--- src/rtl/ex_stage_pkg.sv ---
// ex_stage_pkg: shared definitions for the MIPS execute stage.
//   - bus widths (ID_TO_EX_WD, EX_TO_MEM_WD, EX_TO_RF_WD, StallBus)
//   - Stop/NoStop stall encodings
//   - func codes of the HI/LO instructions (opcode 0)
//   - divider FSM state encoding
//   - packed layout of the decode-to-execute bus
//   - conditional two's-complement negate helper
package ex_stage_pkg;

  localparam int ID_TO_EX_WD  = 164;
  localparam int EX_TO_MEM_WD = 81;
  localparam int EX_TO_RF_WD  = 38;
  localparam int StallBus     = 6;

  localparam logic Stop   = 1'b1;
  localparam logic NoStop = 1'b0;

  localparam logic [5:0] FUNC_MULT  = 6'h18;
  localparam logic [5:0] FUNC_MULTU = 6'h19;
  localparam logic [5:0] FUNC_DIV   = 6'h1A;
  localparam logic [5:0] FUNC_DIVU  = 6'h1B;
  localparam logic [5:0] FUNC_MFHI  = 6'h10;
  localparam logic [5:0] FUNC_MTHI  = 6'h11;
  localparam logic [5:0] FUNC_MFLO  = 6'h12;
  localparam logic [5:0] FUNC_MTLO  = 6'h13;

  typedef enum logic [1:0] {
    DIV_IDLE = 2'd0,
    DIV_BUSY = 2'd1,
    DIV_DONE = 2'd2
  } div_state_e;

  // Field order matches the decode bus, MSB first.
  typedef struct packed {
    logic [4:0]  mem_op;
    logic [31:0] pc;
    logic [31:0] inst;
    logic [11:0] alu_op;        // {add,sub,slt,sltu,and,nor,or,xor,sll,srl,sra,lui}
    logic [2:0]  sel_alu_src1;  // {sa, pc, rs}
    logic [3:0]  sel_alu_src2;  // {zimm, 8, simm, rt}
    logic        data_ram_en;
    logic [3:0]  data_ram_wen;
    logic        rf_we;
    logic [4:0]  rf_waddr;
    logic        sel_rf_res;
    logic [31:0] rs_data;
    logic [31:0] rt_data;
  } id_ex_t;

  function automatic logic [31:0] neg_if(input logic neg, input logic [31:0] val);
    return neg ? (~val + 32'd1) : val;
  endfunction

endpackage

--- src/rtl/ex_div.sv ---
// ex_div: iterative restoring divider, one quotient bit per cycle.
// Ports:
//   clk, rst            clock, asynchronous active-high reset
//   i_start             a div/divu sits in the execute register
//   i_signed            1 = div, 0 = divu
//   i_dividend/divisor  operands (rs / rt)
//   i_annul             return to IDLE without result (flush or result consumed)
//   o_busy, o_done      FSM in BUSY / DONE
//   o_quotient          sign-corrected quotient (valid in DONE)
//   o_remainder         sign-corrected remainder (valid in DONE)
// Operand magnitudes are divided; signs are reapplied at the output, so the
// quotient truncates toward zero and the remainder follows the dividend.
// A zero divisor yields an all-ones magnitude quotient and the dividend as
// remainder without any special casing.
module ex_div
  import ex_stage_pkg::*;
(
  input  logic        clk,
  input  logic        rst,
  input  logic        i_start,
  input  logic        i_signed,
  input  logic [31:0] i_dividend,
  input  logic [31:0] i_divisor,
  input  logic        i_annul,
  output logic        o_busy,
  output logic        o_done,
  output logic [31:0] o_quotient,
  output logic [31:0] o_remainder
);

  div_state_e  r_state;
  div_state_e  w_state_nxt;
  logic [4:0]  r_cnt;
  logic [63:0] r_acc;      // {partial remainder, dividend/quotient bits}
  logic [31:0] r_divisor;
  logic        r_neg_q;
  logic        r_neg_r;

  logic [32:0] w_top;
  logic        w_ge;
  logic [31:0] w_sub;

  // Shifted partial remainder can reach 33 bits before the trial subtract.
  assign w_top = r_acc[63:31];
  assign w_ge  = (w_top >= {1'b0, r_divisor});
  assign w_sub = w_top[31:0] - r_divisor;

  // Next-state logic of the divider FSM.
  always_comb begin
    w_state_nxt = r_state;
    case (r_state)
      DIV_IDLE: begin
        if (i_annul)      w_state_nxt = DIV_IDLE;
        else if (i_start) w_state_nxt = DIV_BUSY;
        else              w_state_nxt = DIV_IDLE;
      end
      DIV_BUSY: begin
        if (i_annul)              w_state_nxt = DIV_IDLE;
        else if (r_cnt == 5'd31)  w_state_nxt = DIV_DONE;
        else                      w_state_nxt = DIV_BUSY;
      end
      DIV_DONE: begin
        if (i_annul) w_state_nxt = DIV_IDLE;
        else         w_state_nxt = DIV_DONE;
      end
      default: w_state_nxt = DIV_IDLE;
    endcase
  end

  // Divider FSM state register.
  always_ff @(posedge clk or posedge rst) begin
    if (rst) r_state <= DIV_IDLE;
    else     r_state <= w_state_nxt;
  end

  // Operand latch and shift/subtract datapath.
  always_ff @(posedge clk or posedge rst) begin
    if (rst) begin
      r_cnt     <= 5'd0;
      r_acc     <= 64'd0;
      r_divisor <= 32'd0;
      r_neg_q   <= 1'b0;
      r_neg_r   <= 1'b0;
    end else begin
      case (r_state)
        DIV_IDLE: begin
          if (i_start && !i_annul) begin
            r_cnt     <= 5'd0;
            r_acc     <= {32'd0, neg_if(i_signed & i_dividend[31], i_dividend)};
            r_divisor <= neg_if(i_signed & i_divisor[31], i_divisor);
            r_neg_q   <= i_signed & (i_dividend[31] ^ i_divisor[31]);
            r_neg_r   <= i_signed & i_dividend[31];
          end
        end
        DIV_BUSY: begin
          if (!i_annul) begin
            r_acc <= w_ge ? {w_sub, r_acc[30:0], 1'b1}
                          : {w_top[31:0], r_acc[30:0], 1'b0};
            r_cnt <= r_cnt + 5'd1;
          end
        end
        DIV_DONE: begin
          r_cnt <= r_cnt;
        end
        default: begin
          r_cnt <= 5'd0;
        end
      endcase
    end
  end

  assign o_busy      = (r_state == DIV_BUSY);
  assign o_done      = (r_state == DIV_DONE);
  assign o_quotient  = neg_if(r_neg_q, r_acc[31:0]);
  assign o_remainder = neg_if(r_neg_r, r_acc[63:32]);

endmodule

--- src/rtl/ex_stage.sv ---
// ex_stage: execute stage of the 5-stage MIPS pipeline.
// Ports:
//   clk, rst         clock, asynchronous active-high reset
//   flush            squash the stage register (and any divide in flight)
//   stall            stall vector; bit 2 = EX, bit 3 = MEM
//   id_to_ex_bus     decode bus (see ex_stage_pkg::id_ex_t)
//   ex_to_mem_bus    {mem_op, pc, ram_en, ram_wen, sel_rf_res, rf_we, rf_waddr, ex_result}
//   ex_to_rf_bus     {rf_we, rf_waddr, ex_result} forwarded to decode
//   data_sram_*      data-RAM request, combinational from the stage register
//   stallreq         hold the pipeline while a divide is incomplete
// Build option: define EX_DIV_EN to build the iterative divider (ex_div).
// Without it div/divu complete in one cycle writing HI=LO=0, stallreq=0.
module ex_stage
  import ex_stage_pkg::*;
(
  input  logic                    clk,
  input  logic                    rst,
  input  logic                    flush,
  input  logic [StallBus-1:0]     stall,
  input  logic [ID_TO_EX_WD-1:0]  id_to_ex_bus,
  output logic [EX_TO_MEM_WD-1:0] ex_to_mem_bus,
  output logic [EX_TO_RF_WD-1:0]  ex_to_rf_bus,
  output logic                    data_sram_en,
  output logic [3:0]              data_sram_wen,
  output logic [31:0]             data_sram_addr,
  output logic [31:0]             data_sram_wdata,
  output logic                    stallreq
);

  id_ex_t      r_bus;
  logic [31:0] r_hi;
  logic [31:0] r_lo;

  // Stage register: reset/flush/bubble clear it, otherwise load or hold.
  always_ff @(posedge clk or posedge rst) begin
    if (rst)                                          r_bus <= '0;
    else if (flush)                                   r_bus <= '0;
    else if (stall[2] == Stop && stall[3] == NoStop)  r_bus <= '0;
    else if (stall[2] == NoStop)                      r_bus <= id_ex_t'(id_to_ex_bus);
    else                                              r_bus <= r_bus;
  end

  // HI/LO instruction decode (opcode 0, by func).
  logic       w_rtype;
  logic [5:0] w_func;
  logic w_is_mult, w_is_multu, w_is_div, w_is_divu;
  logic w_is_mfhi, w_is_mflo, w_is_mthi, w_is_mtlo, w_div_op;

  assign w_rtype    = (r_bus.inst[31:26] == 6'd0);
  assign w_func     = r_bus.inst[5:0];
  assign w_is_mult  = w_rtype && (w_func == FUNC_MULT);
  assign w_is_multu = w_rtype && (w_func == FUNC_MULTU);
  assign w_is_div   = w_rtype && (w_func == FUNC_DIV);
  assign w_is_divu  = w_rtype && (w_func == FUNC_DIVU);
  assign w_is_mfhi  = w_rtype && (w_func == FUNC_MFHI);
  assign w_is_mflo  = w_rtype && (w_func == FUNC_MFLO);
  assign w_is_mthi  = w_rtype && (w_func == FUNC_MTHI);
  assign w_is_mtlo  = w_rtype && (w_func == FUNC_MTLO);
  assign w_div_op   = w_is_div | w_is_divu;

  // ALU operand selection (one-hot AND-OR muxes).
  logic [31:0] w_src1, w_src2;
  logic [31:0] w_simm, w_zimm, w_sa;

  assign w_simm = {{16{r_bus.inst[15]}}, r_bus.inst[15:0]};
  assign w_zimm = {16'd0, r_bus.inst[15:0]};
  assign w_sa   = {27'd0, r_bus.inst[10:6]};

  assign w_src1 = ({32{r_bus.sel_alu_src1[0]}} & r_bus.rs_data)
                | ({32{r_bus.sel_alu_src1[1]}} & r_bus.pc)
                | ({32{r_bus.sel_alu_src1[2]}} & w_sa);

  assign w_src2 = ({32{r_bus.sel_alu_src2[0]}} & r_bus.rt_data)
                | ({32{r_bus.sel_alu_src2[1]}} & w_simm)
                | ({32{r_bus.sel_alu_src2[2]}} & 32'd8)
                | ({32{r_bus.sel_alu_src2[3]}} & w_zimm);

  // ALU: shifts take the amount from src1 and the value from src2.
  logic [31:0] w_sra;
  logic        w_slt, w_sltu;
  logic [31:0] w_alu_res;
  logic [11:0] w_op;

  assign w_op   = r_bus.alu_op;
  assign w_sra  = $signed(w_src2) >>> w_src1[4:0];
  assign w_slt  = ($signed(w_src1) < $signed(w_src2));
  assign w_sltu = (w_src1 < w_src2);

  assign w_alu_res = ({32{w_op[11]}} & (w_src1 + w_src2))
                   | ({32{w_op[10]}} & (w_src1 - w_src2))
                   | ({32{w_op[9]}}  & {31'd0, w_slt})
                   | ({32{w_op[8]}}  & {31'd0, w_sltu})
                   | ({32{w_op[7]}}  & (w_src1 & w_src2))
                   | ({32{w_op[6]}}  & ~(w_src1 | w_src2))
                   | ({32{w_op[5]}}  & (w_src1 | w_src2))
                   | ({32{w_op[4]}}  & (w_src1 ^ w_src2))
                   | ({32{w_op[3]}}  & (w_src2 << w_src1[4:0]))
                   | ({32{w_op[2]}}  & (w_src2 >> w_src1[4:0]))
                   | ({32{w_op[1]}}  & w_sra)
                   | ({32{w_op[0]}}  & {w_src2[15:0], 16'd0});

  // Result select: HI/LO reads override the ALU.
  logic [31:0] w_ex_result;
  always_comb begin
    w_ex_result = w_alu_res;
    if (w_is_mfhi)      w_ex_result = r_hi;
    else if (w_is_mflo) w_ex_result = r_lo;
    else                w_ex_result = w_alu_res;
  end

  // 33x33 signed multiply covers both mult (sign-extend) and multu (zero-extend).
  logic        w_msign;
  logic [65:0] w_prod_full;
  assign w_msign     = w_is_mult;
  assign w_prod_full = $signed({w_msign & r_bus.rs_data[31], r_bus.rs_data})
                     * $signed({w_msign & r_bus.rt_data[31], r_bus.rt_data});

  logic w_adv;
  assign w_adv = (stall[2] == NoStop) && !flush;

  logic        w_div_done;
  logic [31:0] w_div_quo;
  logic [31:0] w_div_rem;

`ifdef EX_DIV_EN
  logic w_div_busy_unused;

  ex_div u_div (
    .clk         (clk),
    .rst         (rst),
    .i_start     (w_div_op),
    .i_signed    (w_is_div),
    .i_dividend  (r_bus.rs_data),
    .i_divisor   (r_bus.rt_data),
    .i_annul     (flush | (w_div_done & (stall[2] == NoStop))),
    .o_busy      (w_div_busy_unused),
    .o_done      (w_div_done),
    .o_quotient  (w_div_quo),
    .o_remainder (w_div_rem)
  );

  assign stallreq = w_div_op & ~w_div_done;
`else
  // Divider not built: div/divu complete at once with a zero result.
  assign w_div_done = 1'b1;
  assign w_div_quo  = 32'd0;
  assign w_div_rem  = 32'd0;
  assign stallreq   = 1'b0;
`endif

  // HI/LO registers, written only when the instruction leaves the stage.
  always_ff @(posedge clk or posedge rst) begin
    if (rst) begin
      r_hi <= 32'd0;
      r_lo <= 32'd0;
    end else if (w_adv) begin
      if (w_is_mult || w_is_multu) begin
        r_hi <= w_prod_full[63:32];
        r_lo <= w_prod_full[31:0];
      end else if (w_is_mthi) begin
        r_hi <= r_bus.rs_data;
      end else if (w_is_mtlo) begin
        r_lo <= r_bus.rs_data;
      end else if (w_div_op && w_div_done) begin
        r_hi <= w_div_rem;
        r_lo <= w_div_quo;
      end
    end
  end

  assign ex_to_mem_bus = {r_bus.mem_op, r_bus.pc, r_bus.data_ram_en, r_bus.data_ram_wen,
                          r_bus.sel_rf_res, r_bus.rf_we, r_bus.rf_waddr, w_ex_result};
  assign ex_to_rf_bus  = {r_bus.rf_we, r_bus.rf_waddr, w_ex_result};

  assign data_sram_en    = r_bus.data_ram_en;
  assign data_sram_wen   = r_bus.data_ram_wen & {4{r_bus.data_ram_en}};
  assign data_sram_addr  = w_alu_res;
  assign data_sram_wdata = r_bus.rt_data;

  logic w_unused;
  assign w_unused = ^{r_bus.inst[25:16], w_prod_full[65:64], stall[5:4], stall[1:0]};

endmodule
--- config.mk ---
export PLATFORM = sky130hd
export DESIGN_NAME = ex_stage
export DESIGN_NICKNAME = d
export VERILOG_FILES = /design/src/rtl/ex_stage_pkg.sv /design/src/rtl/ex_div.sv /design/src/rtl/ex_stage.sv
export SDC_FILE = /design/constraint.sdc
export NUM_CORES = 2
export LEC_CHECK = 0
export BUFFER_PORTS_ARGS = -buffer_cell sky130_fd_sc_hd__clkbuf_2
export CORE_UTILIZATION = 50
export CTS_CLUSTER_DIAMETER = 120
export DETAILED_ROUTE_END_ITERATION = 6
export PLACE_DENSITY = 0.78
export SLEW_MARGIN = 25
export SYNTH_ARGS = -nofsm -noshare
export SYNTH_HDL_FRONTEND = slang
export SYNTH_SLANG_ARGS = --single-unit
--- constraint.sdc ---
create_clock -name clk -period 10.1 [get_ports clk]
set_input_delay 0.505 -clock clk [delete_from_list [all_inputs] [get_ports clk]]
set_output_delay 0.505 -clock clk [all_outputs]
set_load 0.01 [all_outputs]
Yosys cells after proc, flatten, opt, wreduce, memory -nomap -nowiden
Index checks and enable logic that the tools add are counted.

storage, ports and cells
  input bits = 173
  bits in registers = 228

cells by class
  bitwise operators = 44
  order comparisons = 2
  muxes and demuxes = 12
  reduce and logical (&&, ||, !) cells = 17
  shifts and indexed selects = 3
  multipliers = 1
  add/subtract/negate cells = 2
  equality and inequality tests = 11

operator list
  operator                                               number
  OR 32 bit                                              16
  2-to-1 mux 164 bit                                     3
  AND 32 bit                                             15
  2-to-1 mux 32 bit                                      9
  AND 32 x 1 -> 32 bit                                   2
  less-than comparator 32 bit                            2
  multiplier 33 x 33 -> 64 bit                           1
  equality test 6 x 5 -> 1 bit, second input constant    8
  adder 32 bit                                           1
  AND 32 x 16 -> 32 bit                                  1
  AND 32 x 5 -> 32 bit                                   1
  NOT 32 bit                                             1
  OR 32 x 4 -> 32 bit                                    1
  left shift 32 x 5 -> 32 bit                            1
  right shift 32 x 5 -> 32 bit                           1
  >>> shifter 32 x 5 -> 32 bit                           1
  subtractor 32 bit                                      1
  XOR 32 bit                                             1
  logical AND 1 bit                                      10
  zero test 6 bit                                        1
  inequality test 3 x 2 -> 1 bit, second input constant  2
  AND reduction 3 bit                                    2
  nonzero test 3 bit                                     2
  AND 4 bit                                              1
  other kinds (6)                                        8

Longest topological paths before layout
  depth in word-level cells = 19
  mapped depth = 36
  depth with buffers taken out = 32

Least setup slack after synthesis
Ideal clock, no wire load.

  kind = reg2reg
  start point = register r_bus[126] (netlist name)
  end point = register r_hi[31]
  arrival time = 9.279 ns
  buffers on the path = 4
  data required time = 9.974 ns
  slack = 0.695 ns
  stages on the path, launching flop included = 36
  path through = dfrtp_1 > nor4_1 > nand4_1 > or3_1 > clkbuf_1 > nor2_1 > clkbuf_1 > and2_1 > clkbuf_1 > nand2_1 > inv_1 > fa_1 > inv_1 > fa_1 > inv_1 > fa_1 > fa_1 > inv_1 > fa_1 > inv_1 > fa_1 > inv_1 > fa_1 > fa_1 > inv_1 > ha_1 > clkbuf_1 > nor2b_1 > o21ai_0 > nand2b_1 > or2_2 > a2111oi_0 > nor3_1 > o31a_1 > o21ai_0 > a21oi_1

between the ends
  cells in the longest elaborated chain, start to end = 5

ends and longest elaborated chain
  what                                                             RTL line         text
  start: declaration                                               ex_stage.sv:30   id_ex_t r_bus;
  start signal: assignment                                         ex_stage.sv:39   else if (stall[2] == NoStop) r_bus <= id_ex_t'(id_to_ex_bus);
  start signal: assignment                                         ex_stage.sv:40   else r_bus <= r_bus;
  zero test 6 bit *                                                ex_stage.sv:49   assign w_rtype = (r_bus.inst[31:26] == 6'd0);
  logical AND 1 bit (on tied branches)                             --
  AND 1 bit (tied with other cells)                                ex_stage.sv:115  assign w_prod_full = $signed({w_msign & r_bus.rs_data[31], r_bus.rs_data})
  multiplier 33 x 33 -> 64 bit (tied with other cells)             ex_stage.sv:116  * $signed({w_msign & r_bus.rt_data[31], r_bus.rt_data});
  2-to-1 mux 32 bit / AND reduction 3 bit (equally long branches)  --
  end signal: assignment                                           ex_stage.sv:158  r_hi <= w_prod_full[63:32];
  end signal: assignment                                           ex_stage.sv:161  r_hi <= r_bus.rs_data;
  end signal: assignment                                           ex_stage.sv:165  r_hi <= w_div_rem;
  end: declaration                                                 ex_stage.sv:31   logic [31:0] r_hi;

Every way passes the cells marked *; elsewhere a longest branch is shown, timed or not.
A chain may end at the register's enable or synchronous reset.

Worst setup path in the final report
Same ends and word-level chain as after synthesis.

==> impl_metrics.toml <==
[final_layout]
area_growth_pct = 7.10
ff_latch_area_sq_mm = 0.00547
fin_util = 0.540
nFillCells = 10340
multi_input_area_sq_mm = 0.0448
drive_above_1_share = 0.112
fin_nets = 8337

[yosys]
synth_compound_area_frac = 0.130
synth_xor_area_frac = 0.0167
ys_async_sr_fraction = 1.00
seq_area_frac_synth = 0.0945
synthSimpleGateAreaFrac = 0.143
synth_nets = 8269
ys_dominant_reg_cell = "dfrtp_1"
synthAdderAreaFrac = 0.458
ys_ff_latch = 218
synth_cell_types = 91
netlist_instances = 6660
synth_mux_area_frac = 0.0290
synth_edf_count = 0
ys_warn_count = 0
synthesis.area_sq_mm = 0.0577
synth_top_family_by_area = "adder cells"
postSynthAreaPerCell_sq_um = 8.66

[grt]
grt.total_usage = 0.372
first_global_vias = 51697
grt_max_degree = 97
gr-total-overflow = 0
grt_antenna_before_repair = 8
grt_pass1_wl_um = 325000

[timing]
skew_ps = 77.5
maxSlewViolCount = 0
finalCritPeriodShare = 0.942
worstMarginPinSlew_ps = 1140
finalSetupViolations = 0
hold_violations = 0
finalSetupTns_ps = 0
post-route-min-period_ps = 9510
layout_setup_ws_ps = 587
rsz0062_at_grt = "no"
maxSlewHeadroom = 0.219
timing.fmax_ghz = 0.105

[status]
status = "complete, no violations"

[die]
die_y_um = 342
dieWidth_um = 342
io_pins = 362
core-area_sq_mm = 0.114
dieArea_sq_mm = 0.117
initial_core_util = 0.505
rows = 124

[critical_path]
worst-setup-path-type = "flop to flop"
slowest_stage = "fa_1"
slowest_delay_ps = 570
worstPathRequired_ps = 10540
critPathMaxFanout = 3
startpoint = "r_bus[126]$_DFFE_PP0P_"
crit-reg2reg-launch = "r_bus[126]$_DFFE_PP0P_"
reg2regPathDepth = 33
regToRegSetupSlack_ps = 590
critical_path.most_common_cell = "fa_1"
arrival_ps = 9950
start_kind = "flop"
cp-end-kind = "flop"
r2r-end = "r_hi[31]$_DFFE_PP0P_"

[min_path]
hp-class = "primary input to asynchronous set/reset pin"

[detailed_routing]
post-route-drc-count = 0
routed_via_density = 6.01
dr.pass1.iters = 6
vias = 49708
first_iter_violations = 5163
post_drt_wl_per_cell_um = 26.0
drt-total-wl_um = 215000
antenna_left = 0

[flow_run]
max_cap_viol_count = 0

[cts]
clock_tree.root_cell = "clkbuf_16"
cts_hold_buf = 0
insertion_delay_ps = 630
post-cts-setup-buffers = 0
ctsResizeCount = 0
clock_sinks = 218
numCtsBuffers = 27
cts_tree = "yes"
clk_pin_slew_ps = 60
htreeDepth = 1
clockBufferDepth = 3

[power]
power.density_mw_per_mm2 = 70.8
ir_drop_mv = 0.107
cellLeakagePower_nw = 29.4

[placement]
place_congestion = 1.04
dp_hpwl_um = 173000
portBuffers = 346
pre_cts_ws_ps = 752
[metal layers]
metal  share of wire  vias up  GRT usage  wire length (um)
met3            0.11      551     0.0715             22600
li1                -    20827          -                 -
met1            0.39    25424      0.500             84000
met5         0.00019        -          0                41
met2            0.45     2900      0.579             96100
met4           0.056        6      0.180             12100
[placed cells by master (no fill, tap or decap), types with 23 or more instances in the layout]
cell type and instances:
clkbuf_16 27, a221oi_1 61, clkbuf_2 346, fa_1 1127
a22o_1 192, and2_1 303, nor3_1 31, o21ai_0 166
o21bai_1 28, xnor2_1 80, a211oi_1 49, nand4_1 24
o211ai_1 23, inv_1 1246, o21a_1 38, nand2b_1 28
mux2_2 23, a31oi_1 31, nor2_1 249, a21o_1 56
xor2_1 30, nand2_1 1014, dfrtp_1 210, nand3_1 56
a21oi_1 214, and3_1 36, mux2i_1 134, a22oi_1 54
buf_4 278, ha_1 309
[Yosys cell counts (all sizes together), types with 14 or more instances]
library cell  instances  share of area
o21ai               181          0.016
and3                 36         0.0039
xor2                 30         0.0046
clkbuf              425          0.028
ha                  309          0.067
xnor2                80          0.012
buf                 168          0.020
nor3                 34         0.0030
o31ai                14         0.0021
o21bai               29         0.0038
nor2b                16         0.0017
mux2                 25         0.0049
o21a                 38         0.0049
a21o                 56         0.0073
mux2i               137          0.024
a221oi               63         0.0098
inv                1248          0.081
nor4                 16         0.0017
nand2              1014          0.066
a21oi               214          0.019
or2                  15         0.0016
a22o                192          0.029
nand2b               28         0.0030
nand3                56         0.0049
or3                  16         0.0017
dfrtp               218          0.095
a211oi               51         0.0067
nor2                251          0.016
a31oi                31         0.0034
and2                304          0.033
o211ai               23         0.0030
a22oi                54         0.0070
fa                 1127           0.39
nand4                24         0.0026
[through the flow]
step / hold WS, ps / cell area (sq um) / std cells / power, W
global placement: 455 / 60900 / 8211 / 0.00326
global route: 57.8 / 61800 / 8261 / 0.00460
floorplan: 431 / 57700 / 6660 / 0.00242
CTS: 3.58 / 61800 / 8261 / 0.00432
finish: 18.1 / 61800 / 8265 / 0.00437
detailed placement: 465 / 60900 / 8211 / 0.00329
[registers in the layout, summed over array words and instances (netlist names)]
signal	cells
r_lo	32
r_bus	61
data_sram_en	1
w_op	12
data_sram_wdata	32
ex_to_mem_bus	48
r_hi	32
[final cells by class]
class,instances,share of cell area
multi-input combinational,4598,0.726
timing repair buffer,632,0.0642
clock buffer,35,0.0119
sequential,218,0.0884
inverter,1251,0.0763
antenna,4,0.000162
clock inverter,15,0.00277
tap,1512,0.0306
[power breakdown]
group          leakage, nW  switching (W)  internal, W
Combinational         26.1        0.00144     0.000845
Sequential            2.93       0.000132     0.000922
Clock                0.443       0.000460     0.000575
Total                 29.4        0.00203      0.00234
[worst max-delay path by stage]
stage	slack [ps]	to	cells after the start
6_report	590	r_hi[31]$_DFFE_PP0P_	33
5_1_grt	130	r_hi[24]$_DFFE_PP0P_	32
4_1_cts	630	r_hi[31]$_DFFE_PP0P_	33
3_5_place_dp	750	r_hi[31]$_DFFE_PP0P_	33
3_3_place_gp	910	r_hi[31]$_DFFE_PP0P_	33
2_1_floorplan	700	r_hi[31]$_DFFE_PP0P_	35
[worst max-delay path: cells and delay by family (launching register included)]
kind | cells | cell delay [ps]
buf+inv | 9 | 1250
fa+ha+maj | 9 | 4300
flops | 1 | 390
compound gates | 6 | 1260
simple gates | 9 | 2180
[cell families after synthesis]
family | Yosys count
AOI/OAI and AO/OA | 1056
DFF | 218
xor gates and xnor gates | 110
buffers and inverters | 1844
and+or+nand+nor | 1833
muxes | 162
other | 1
adders and majority gates | 1436
(Power assumes the default switching activity.)
